--- src/rtl/control_sequencer.sv ---
// Microcode sequencer for the 8-bit CPU: steps T-states, decodes the opcode and drives
// the bus/register strobes. Strobes are combinational; step and halted are registered.
module control_sequencer #(
  parameter int unsigned STEPS     = 5,
  parameter bit          EARLY_END = 1'b1
) (
  input  logic       clk,
  input  logic       clr,
  input  logic       en,
  input  logic [3:0] instr,
  input  logic       cf,
  input  logic       zf,
  output logic       hlt,
  output logic       co,
  output logic       mi,
  output logic       ri,
  output logic       ro,
  output logic       io,
  output logic       ii,
  output logic       ai,
  output logic       ao,
  output logic       eo,
  output logic       su,
  output logic       bi,
  output logic       oi,
  output logic       ce,
  output logic       j,
  output logic       fi,
  output logic [2:0] step,
  output logic       halted
);

  typedef enum logic [3:0] {
    OpNop = 4'h0,
    OpLda = 4'h1,
    OpAdd = 4'h2,
    OpSub = 4'h3,
    OpSta = 4'h4,
    OpLdi = 4'h5,
    OpJmp = 4'h6,
    OpJc  = 4'h7,
    OpJz  = 4'h8,
    OpOut = 4'hE,
    OpHlt = 4'hF
  } opcode_e;

  opcode_e    op;
  logic       active;
  logic [2:0] last_step;

  assign op     = opcode_e'(instr);
  assign active = !clr && en && !halted;

  always_comb begin
    last_step = 3'd1;
    case (op)
      OpLdi, OpJmp, OpJc, OpJz, OpOut, OpHlt: last_step = 3'd2;
      OpLda, OpSta:                           last_step = 3'd3;
      OpAdd, OpSub:                           last_step = 3'd4;
      default:                                last_step = 3'd1;
    endcase
  end

  always_comb begin
    hlt = !clr && halted;
    co = 1'b0; mi = 1'b0; ri = 1'b0; ro = 1'b0; io = 1'b0; ii = 1'b0; ai = 1'b0;
    ao = 1'b0; eo = 1'b0; su = 1'b0; bi = 1'b0; oi = 1'b0; ce = 1'b0; j = 1'b0;
    fi = 1'b0;
    if (active) begin
      case (step)
        3'd0: begin co = 1'b1; mi = 1'b1; end
        3'd1: begin ro = 1'b1; ii = 1'b1; ce = 1'b1; end
        3'd2: begin
          case (op)
            OpLda, OpAdd, OpSub, OpSta: begin io = 1'b1; mi = 1'b1; end
            OpLdi: begin io = 1'b1; ai = 1'b1; end
            OpJmp: begin io = 1'b1; j = 1'b1; end
            OpJc:  begin io = cf; j = cf; end
            OpJz:  begin io = zf; j = zf; end
            OpOut: begin ao = 1'b1; oi = 1'b1; end
            OpHlt: hlt = 1'b1;
            default: ;
          endcase
        end
        3'd3: begin
          case (op)
            OpLda:        begin ro = 1'b1; ai = 1'b1; end
            OpAdd, OpSub: begin ro = 1'b1; bi = 1'b1; end
            OpSta:        begin ao = 1'b1; ri = 1'b1; end
            default: ;
          endcase
        end
        3'd4: begin
          case (op)
            OpAdd: begin eo = 1'b1; ai = 1'b1; fi = 1'b1; end
            OpSub: begin eo = 1'b1; su = 1'b1; ai = 1'b1; fi = 1'b1; end
            default: ;
          endcase
        end
        default: ;
      endcase
    end
  end

  // instr still holds the previous opcode until IR loads at the end of T1,
  // so the early-end decision is only taken from T2 onward.
  always_ff @(posedge clk) begin
    if (clr) begin
      step   <= 3'd0;
      halted <= 1'b0;
    end else if (en && !halted) begin
      if (step == 3'd2 && op == OpHlt) begin
        halted <= 1'b1;
      end else if (EARLY_END && step >= 3'd2 && step >= last_step) begin
        step <= 3'd0;
      end else if (step == 3'(STEPS - 1)) begin
        step <= 3'd0;
      end else begin
        step <= step + 3'd1;
      end
    end
  end

endmodule

--- config.mk ---
export PLATFORM = sky130hd
export DESIGN_NAME = control_sequencer
export DESIGN_NICKNAME = d
export VERILOG_FILES = /design/src/rtl/control_sequencer.sv
export SDC_FILE = /design/constraint.sdc
export NUM_CORES = 1
export LEC_CHECK = 0
export ABC_AREA = 1
export CORE_ASPECT_RATIO = 1.25
export CORE_MARGIN = 2
export CORE_UTILIZATION = 37
export DETAILED_ROUTE_END_ITERATION = 8
export GPL_ROUTABILITY_DRIVEN = 1
export GPL_TIMING_DRIVEN = 0
export PLACE_DENSITY = 0.84
export SETUP_SLACK_MARGIN = 0.5
export SYNTH_ARGS = -nofsm -noshare
export SYNTH_HDL_FRONTEND = slang
export SYNTH_SLANG_ARGS = --single-unit
export TNS_END_PERCENT = 10
--- constraint.sdc ---
create_clock -name clk -period 5 [get_ports clk]
set_clock_uncertainty 0.1 [all_clocks]
set_input_delay 1 -clock clk [delete_from_list [all_inputs] [get_ports clk]]
set_output_delay 1 -clock clk [all_outputs]
set_load 0.02 [all_outputs]
======== Word-level counts from Yosys, hierarchy flattened ========
Memory sizes are Yosys's and may differ from the RTL's.
Index checks and enable logic that the tools add are counted.
cells by class
  reductions and logical operators ........ 15
  mux-type cells .......................... 41
  order comparisons ....................... 2
  equal/unequal tests ..................... 14
  $add $sub $neg .......................... 1
  bitwise operators ....................... 1
operators with widths
  operator               number
  $mux W1                33
  $eq A4 B3 Y1 const B   4
  $eq A4 B4 Y1 const B   3
  $pmux W1 S3            3
  $eq A4 B2 Y1 const B   2
  $eq A3 B2 Y1 const B   2
  $logic_and A1 B1 Y1    6
  $mux W3                2
  $pmux W1 S2            3
  $reduce_or A6 Y1       1
  $eq A4 B1 Y1 const B   1
  $reduce_and A2 Y1      2
  $reduce_or A4 Y1       1
  $add A3 B1 Y3 const B  1
  $eq A3 B1 Y1 const B   1
  $eq A3 B3 Y1 const B   1
  $ge A3 B2 Y1 const B   1
  $ge A3 B3 Y1           1
  $logic_not A3 Y1       1
  $reduce_or A3 Y1       1
  $logic_not A1 Y1       2
  $reduce_or A2 Y1       1
  $not A1 Y1             1
storage, ports and cells
  bits of input ports ..................... 9
  ROM bits ................................ 48
  memories kept ........................... 1
  output and inout bits ................... 20
  logic and storage cells ................. 77
  register bits ........................... 4
memory list
  name             words  width  rd ports  clocked after Yosys merged registers in  wr ports  RTL line  RTL
  (no name shown)  16     3      1         0                                        0         56        case (op)

======== Longest topological paths before layout ========
  depth after elaboration ................. 5
  mapped depth ............................ 13
  gate-level depth less buffers ........... 13

======== Least setup slack after synthesis ========
Ideal clock, no wire load.
  path kind ............................... input-to-output
  start ................................... input port instr[3]
  end ..................................... output port fi
  buffers on the path ..................... 1
  data required time ...................... 3900 ps
  slack ................................... 1921 ps
  arrival ................................. 1979 ps
  stages .................................. 6
  cell sequence ........................... nor2_1 > inv_1 > nor2_2 > nand2_1 > nor2_1 > buf_4
on the way
  cells in the longest elaborated chain, start to end .. 5
RTL lines
  element                              RTL line  RTL
  start, declared                      10        input logic [3:0] instr,
  $eq A4 B2 Y1                         -
  $reduce_or A2 Y1 (no source line) *  -
  $mux W1 * (3 in series)              -
  end, declared                        28        output logic fi,
Mark *: on every way between the ends. The rest lies on a longest branch, timed or not.

======== Final worst setup path ========
  start ................................... input port instr[3]
  end ..................................... output port fi
on the way
  cells in the longest elaborated chain, start to end .. 5
RTL lines
  element                              RTL line  RTL
  $eq A4 B2 Y1                         94        case (op)
  $reduce_or A2 Y1 (no source line) *  -
  $mux W1 *                            94
  $mux W1 *                            70        case (step)
  $mux W1 *                            69        if (active) begin
Marked as above.

==> reports/metrics.csv <==
stage;metric;value;unit
status;status;completed;
job;cap_violations;0;
synth;syn_avg_cell_area;5.597;um^2
sta;min_period;3.996;ns
clock_tree;hold_buffers;0;
critical_path;cp_slowest_stage_delay;0.58;ns
global_route;met1_usage;22.13;%
critical_path;critical_path_class;primary input to output port;
synth;postSynthCellCount;114;
critical_path;cp-start-kind;primary input;
min_path;worst_hold_path_type;flop to flop;
critical_path;rrSetupSlack;3.39;ns
sta;whs;0.4577;ns
power;p_leak;0.4768;nW
clock_tree;root_buffer;clkbuf_4;
clock_tree;numCtsBuffers;3;
place;io_buffers;28;
global_route;grt_max_degree;8;
layout;final_area;963.4;um^2
detailed_routing;drt-initial-drc-count;27;
detailed_routing;postRouteAntennaNets;0;
detailed_routing;remaining_drc_errors;0;
power;ir_worst_vdd;0.0001967;V
sta;timing.fmax;250.2;MHz
die;start_util;39.84;%
power;p_int;0.08482;mW
clock_tree;cts_htree_levels;1;
critical_path;crit_path_top_delay_cell;clkdlybuf4s50_1;
global_route;grt_pass1_wl;2587;um
synth;synth_area;638.1;um^2
die;die_y;50.43;um
synth;syn_nets;131;
place;post_dp_cell_area;940.9;um^2
die;fp.coreArea;0.001602;mm^2
clock_tree;insertion_delay;0.23;ns
clock_tree;post-cts-setup-buffer-count;0;
detailed_routing;wire_per_inst;9.945;um
die;die_w;41.15;um
critical_path;path_max_fanout;5;
die;pin_count;29;
detailed_routing;drt_pre_antenna_iters;4;
critical_path;r2r_end;step[0];
global_route;met2_usage;28.91;%
place;gp_congestion;0.8132;
synth;synth.distinct_cells;16;
sta;rsz0062_at_grt;false;
layout;layout.nets;164;
place;dp_hpwl;1366;um
clock_tree;cts_tree;built;
sta;slew_headroom;79.77;%
power;p_comb_share;42.5;%
global_route;busiest_layer;met2;
min_path;hold_depth;2;
sta;hold_viol_final;0;
clock_tree;clkTransAtPathRegs;0.04;ns
sta;period_share;79.92;%
synth;ys_seq_area_share;12.55;%
min_path;hold_end;step[0];
global_route;grtUsageMet3;1.327;%
critical_path;arrival;2.90;ns
critical_path;r2r-start;step[0];
min_path;hp-start;step[0];
die;fp-row-count;16;
power;p_clk_share;29.8;%
detailed_routing;vias_per_cell;4.877;
die;dieArea;0.002075;mm^2
clock_tree;post_cts_resized;0;
global_route;track_usage;16.89;%
power;p_seq_share;27.7;%
power;switching_share;35.35;%
critical_path;crit_chain;clkdlybuf4s50_1 -> nor2_1 -> inv_1 -> nor2_2 -> nand2_1 -> nor2_1 -> buf_4 -> clkdlybuf4s50_1;
global_route;grt_pass1_vias;694;
layout;antenna_cells;0;
synth;synth-seq-cells;4;
critical_path;rr_worst_depth;7;
sta;tightest_slew;0.3016;ns
sta;totalNegativeSetupSlack;0;ns
global_route;overflow;0;
power;fin_total_pwr;0.1312;mW
global_route;grt_antenna_before_repair;0;
sta;slew_violations;0;
power;switchingPower;0.04637;mW
layout;area_growth;50.98;%
detailed_routing;num_vias;795;
layout;drive_above_1_share;7.586;%
critical_path;worst_setup_path_end_kind;output port;
detailed_routing;drt_wl_total;1621;um
critical_path;cp.required;3.90;ns
clock_tree;clock_sinks;4;
sta;finalSetupViolations;0;
clock_tree;clock_path_buffers;2;
synth;ys_warn_count;0;
power;power.density;136.2;mW/mm^2
-- placed cells by master, fill, tap and decap left out --
cell / n
buf_4: 2
o21ai_0: 4
nand2_2: 1
ha_1: 8
inv_1: 25
o21bai_1: 1
nor2_1: 18
nor3_1: 3
nor2_2: 4
a21oi_1: 7
clkdlybuf4s50_1: 28
nand3_1: 11
nand3_2: 1
dfxtp_1: 4
a211oi_1: 1
o22ai_1: 4
clkbuf_4: 3
nand2_1: 20
-- state kept, by name, summed over array words and instances, names as in the netlist --
name,cells
step,3
halted,1
-- power by group through the flow --
stage | Combinational (mW) | Sequential, mW | Clock (mW)
global route | 0.0631 | 0.0367 | 0.0436
global placement | 0.0547 | 0.0368 | 0
floorplan | 0.0324 | 0.0380 | 0
detailed placement | 0.0557 | 0.0369 | 0
finish | 0.0558 | 0.0363 | 0.0390
CTS | 0.0560 | 0.0365 | 0.0405
-- cell families after synthesis --
| logic type | synth area share, % |
|---|---|
| and+or+nand+nor | 39.80 |
| adders and majority gates | 15.69 |
| buffers and inverters | 17.06 |
| AOI/OAI and AO/OA | 14.90 |
| DFF | 12.55 |
-- worst max path at each step --
| stage | slack [ns] | startpoint | end |
|---|---|---|---|
| finish | 1.00 | instr[3] | fi |
| global route | 0.86 | instr[3] | fi |
| CTS | 1.00 | instr[3] | fi |
| detailed placement | 1.01 | instr[3] | fi |
| global placement | 1.02 | instr[3] | fi |
| floorplan | 1.92 | instr[3] | fi |
-- cells in the mapped netlist --
master / number / area, um^2
nor3_1: 3 / 15.01
nand3_2: 1 / 10.01
nand2_1: 20 / 75.07
nor2_2: 4 / 25.02
a21oi_1: 7 / 35.03
buf_4: 2 / 15.01
inv_1: 25 / 93.84
o22ai_1: 4 / 25.02
nor2_1: 18 / 67.56
o21bai_1: 1 / 7.510
nand2_2: 1 / 6.260
o21ai_0: 4 / 20.02
a211oi_1: 1 / 7.510
nand3_1: 11 / 55.05
dfxtp_1: 4 / 80.08
ha_1: 8 / 100.1
-- metal layers --
layer | vias to the layer above | routed length [um]
met1 | 350 | 705
met3 | 0 | 75
met5 | - | 0
met4 | 0 | 0
met2 | 23 | 841
li1 | 422 | -
-- worst max-delay path, delay by kind of cell --
kind / cells / cell delay [ns]
buf+inv: 4 / 1.27
simple gates: 4 / 0.62
-- layout make-up --
class / count / area (um^2)
inverter: 25 / 93.84
clock buffer: 3 / 22.52
buffer: 2 / 15.01
multi-input combinational: 83 / 449.2
fill: 173 / 638.1
sequential: 4 / 80.08
tap: 18 / 22.52
timing repair buffer: 28 / 280.3
-- per-stage QoR --
stage          cells  util, %  worst slack [ns]
3_5_place_dp     160    58.75             1.011
5_1_grt          163    60.16            0.8577
6_report         163    60.16             1.004
3_3_place_gp     160    58.75             1.022
4_1_cts          163    60.16             1.004
2_1_floorplan    114        -             1.921
(Power assumes the default switching activity.)
==> RTL edit (same settings) <==
`EARLY_END`: 1'b1 -> 1'b0.
--- a/src/rtl/control_sequencer.sv
+++ b/src/rtl/control_sequencer.sv
@@ -2,7 +2,7 @@
 // the bus/register strobes. Strobes are combinational; step and halted are registered.
 module control_sequencer #(
   parameter int unsigned STEPS     = 5,
-  parameter bit          EARLY_END = 1'b1
+  parameter bit          EARLY_END = 1'b0
 ) (
   input  logic       clk,
   input  logic       clr,
Formal check against the unedited RTL: not equivalent (a bounded check fails within 4 cycles, from zero or initial values).
==> RTL edit against the original RTL <==
Fmax grew 2.1%; wire length decreased by 14%; sequential cell count unchanged; area after synthesis decreased by 14%; combinational power shrank 13%; setup slack improved by 0.081 ns; synthesized cell count fell by 15%; final area is 9.1% lower; total power shrank 5.7%; largest cell class unchanged.
==> RTL edit: results (changes against the original RTL) <==
run_status: "finished clean"  # unchanged
gr-usage-all-layers: 0.1809  # was 0.1689
fin_cells: 145  # was 163
dp_hpwl_microns: 1192  # was 1366 microns
slew_headroom: 0.7926  # was 0.7977
crit_fanout: 6  # was 5
synth_seq_area_share: 0.1451  # was 0.1255
clock-root-buffer: "clkbuf_4"  # unchanged
ys_types: 17  # was 16
fillerInstances: 143  # was 173
ir_drop_mv: 0.1124  # was 0.1967 mV
gp_congestion: 0.8178  # was 0.8132
power_leakage_nw: 0.4145  # was 0.4768 nW
syn_nets: 111  # was 131
dp.cells: 142  # was 160
wl_per_cell_microns: 9.621  # was 9.945 microns
htree_num_levels: 1  # unchanged
clk_share: 0.02571  # was 0.02338
yosysWarnings: 0  # unchanged
grt_pass1_wl_microns: 2283  # was 2587 microns
final_nets: 144  # was 164
multi_input_comb_area_sq_um: 392.9  # was 449.2 sq um
nClkBuffers: 3  # unchanged
synth_area_leaders: "dfxtp_1 15%, nand2_1 14%, nor2_1 12%"  # was ha_1 16%, inv_1 15%, dfxtp_1 13%
synthArstFlopShare: 0  # unchanged
dr.first_iter.drc_count: 2  # was 27
seq_share: 0.09143  # was 0.08312
worstPathArrival_ns: 2.81  # was 2.90 ns
postSynthCellCount: 97  # was 114
inverters: 17  # was 25
grt_pass1_vias: 619  # was 694
viasPerCell: 4.607  # was 4.877
drive_gt1_frac: 0.08594  # was 0.07586
final-nonclk-buf-share: 0.3371  # was 0.3065
dpl_worst_slack_ns: 1.092  # was 1.011 ns
multi_input_gates: 74  # was 83
synthTopCellsByCount: "20 x nand2_1, 18 x nor2_1, 16 x inv_1"  # was 25 x inv_1, 20 x nand2_1, 18 x nor2_1
slowest_delay_ns: 0.61  # was 0.58 ns
synth.most_common_cell: "nand2_1"  # was inv_1
syn_avg_cell_area_sq_um: 5.688  # was 5.597 sq um
==> RTL edit: worst paths after layout <==
check | startpoint | endpoint | slack [ns]
max | instr[1] | hlt | 1.09
min | step[2] | step[2] | 0.47
max reg2reg | step[0] | halted | 3.52
min reg2reg | step[2] | step[2] | 0.47
==> RTL edit: report_power, final <==
group          internal, W  leakage, nW  switching, W
logic            0.0000216        0.368     0.0000271
clock network    0.0000268       0.0138     0.0000120
registers        0.0000339       0.0328    0.00000227
total            0.0000822        0.414     0.0000414
==> RTL edit: tightest hold or removal path, cell delays in order, from the launching register on <==
cell,delay [ns]
dfxtp_1,0.34
o21ai_0,0.10
a21oi_1,0.08
==> RTL edit: cells by family after synthesis <==
kind of cell | synth area share
buf+inv | 0.1428
compound gates | 0.1270
fa+ha+maj | 0.1134
flops | 0.1451
simple gates | 0.4716
==> RTL edit: routing by layer <==
metal | GRT usage | wire length, microns
met1 | 0.1709 | 550
met2 | 0.3533 | 752
met3 | 0.03318 | 92
met4 | 0.1034 | 0
met5 | 0 | 0
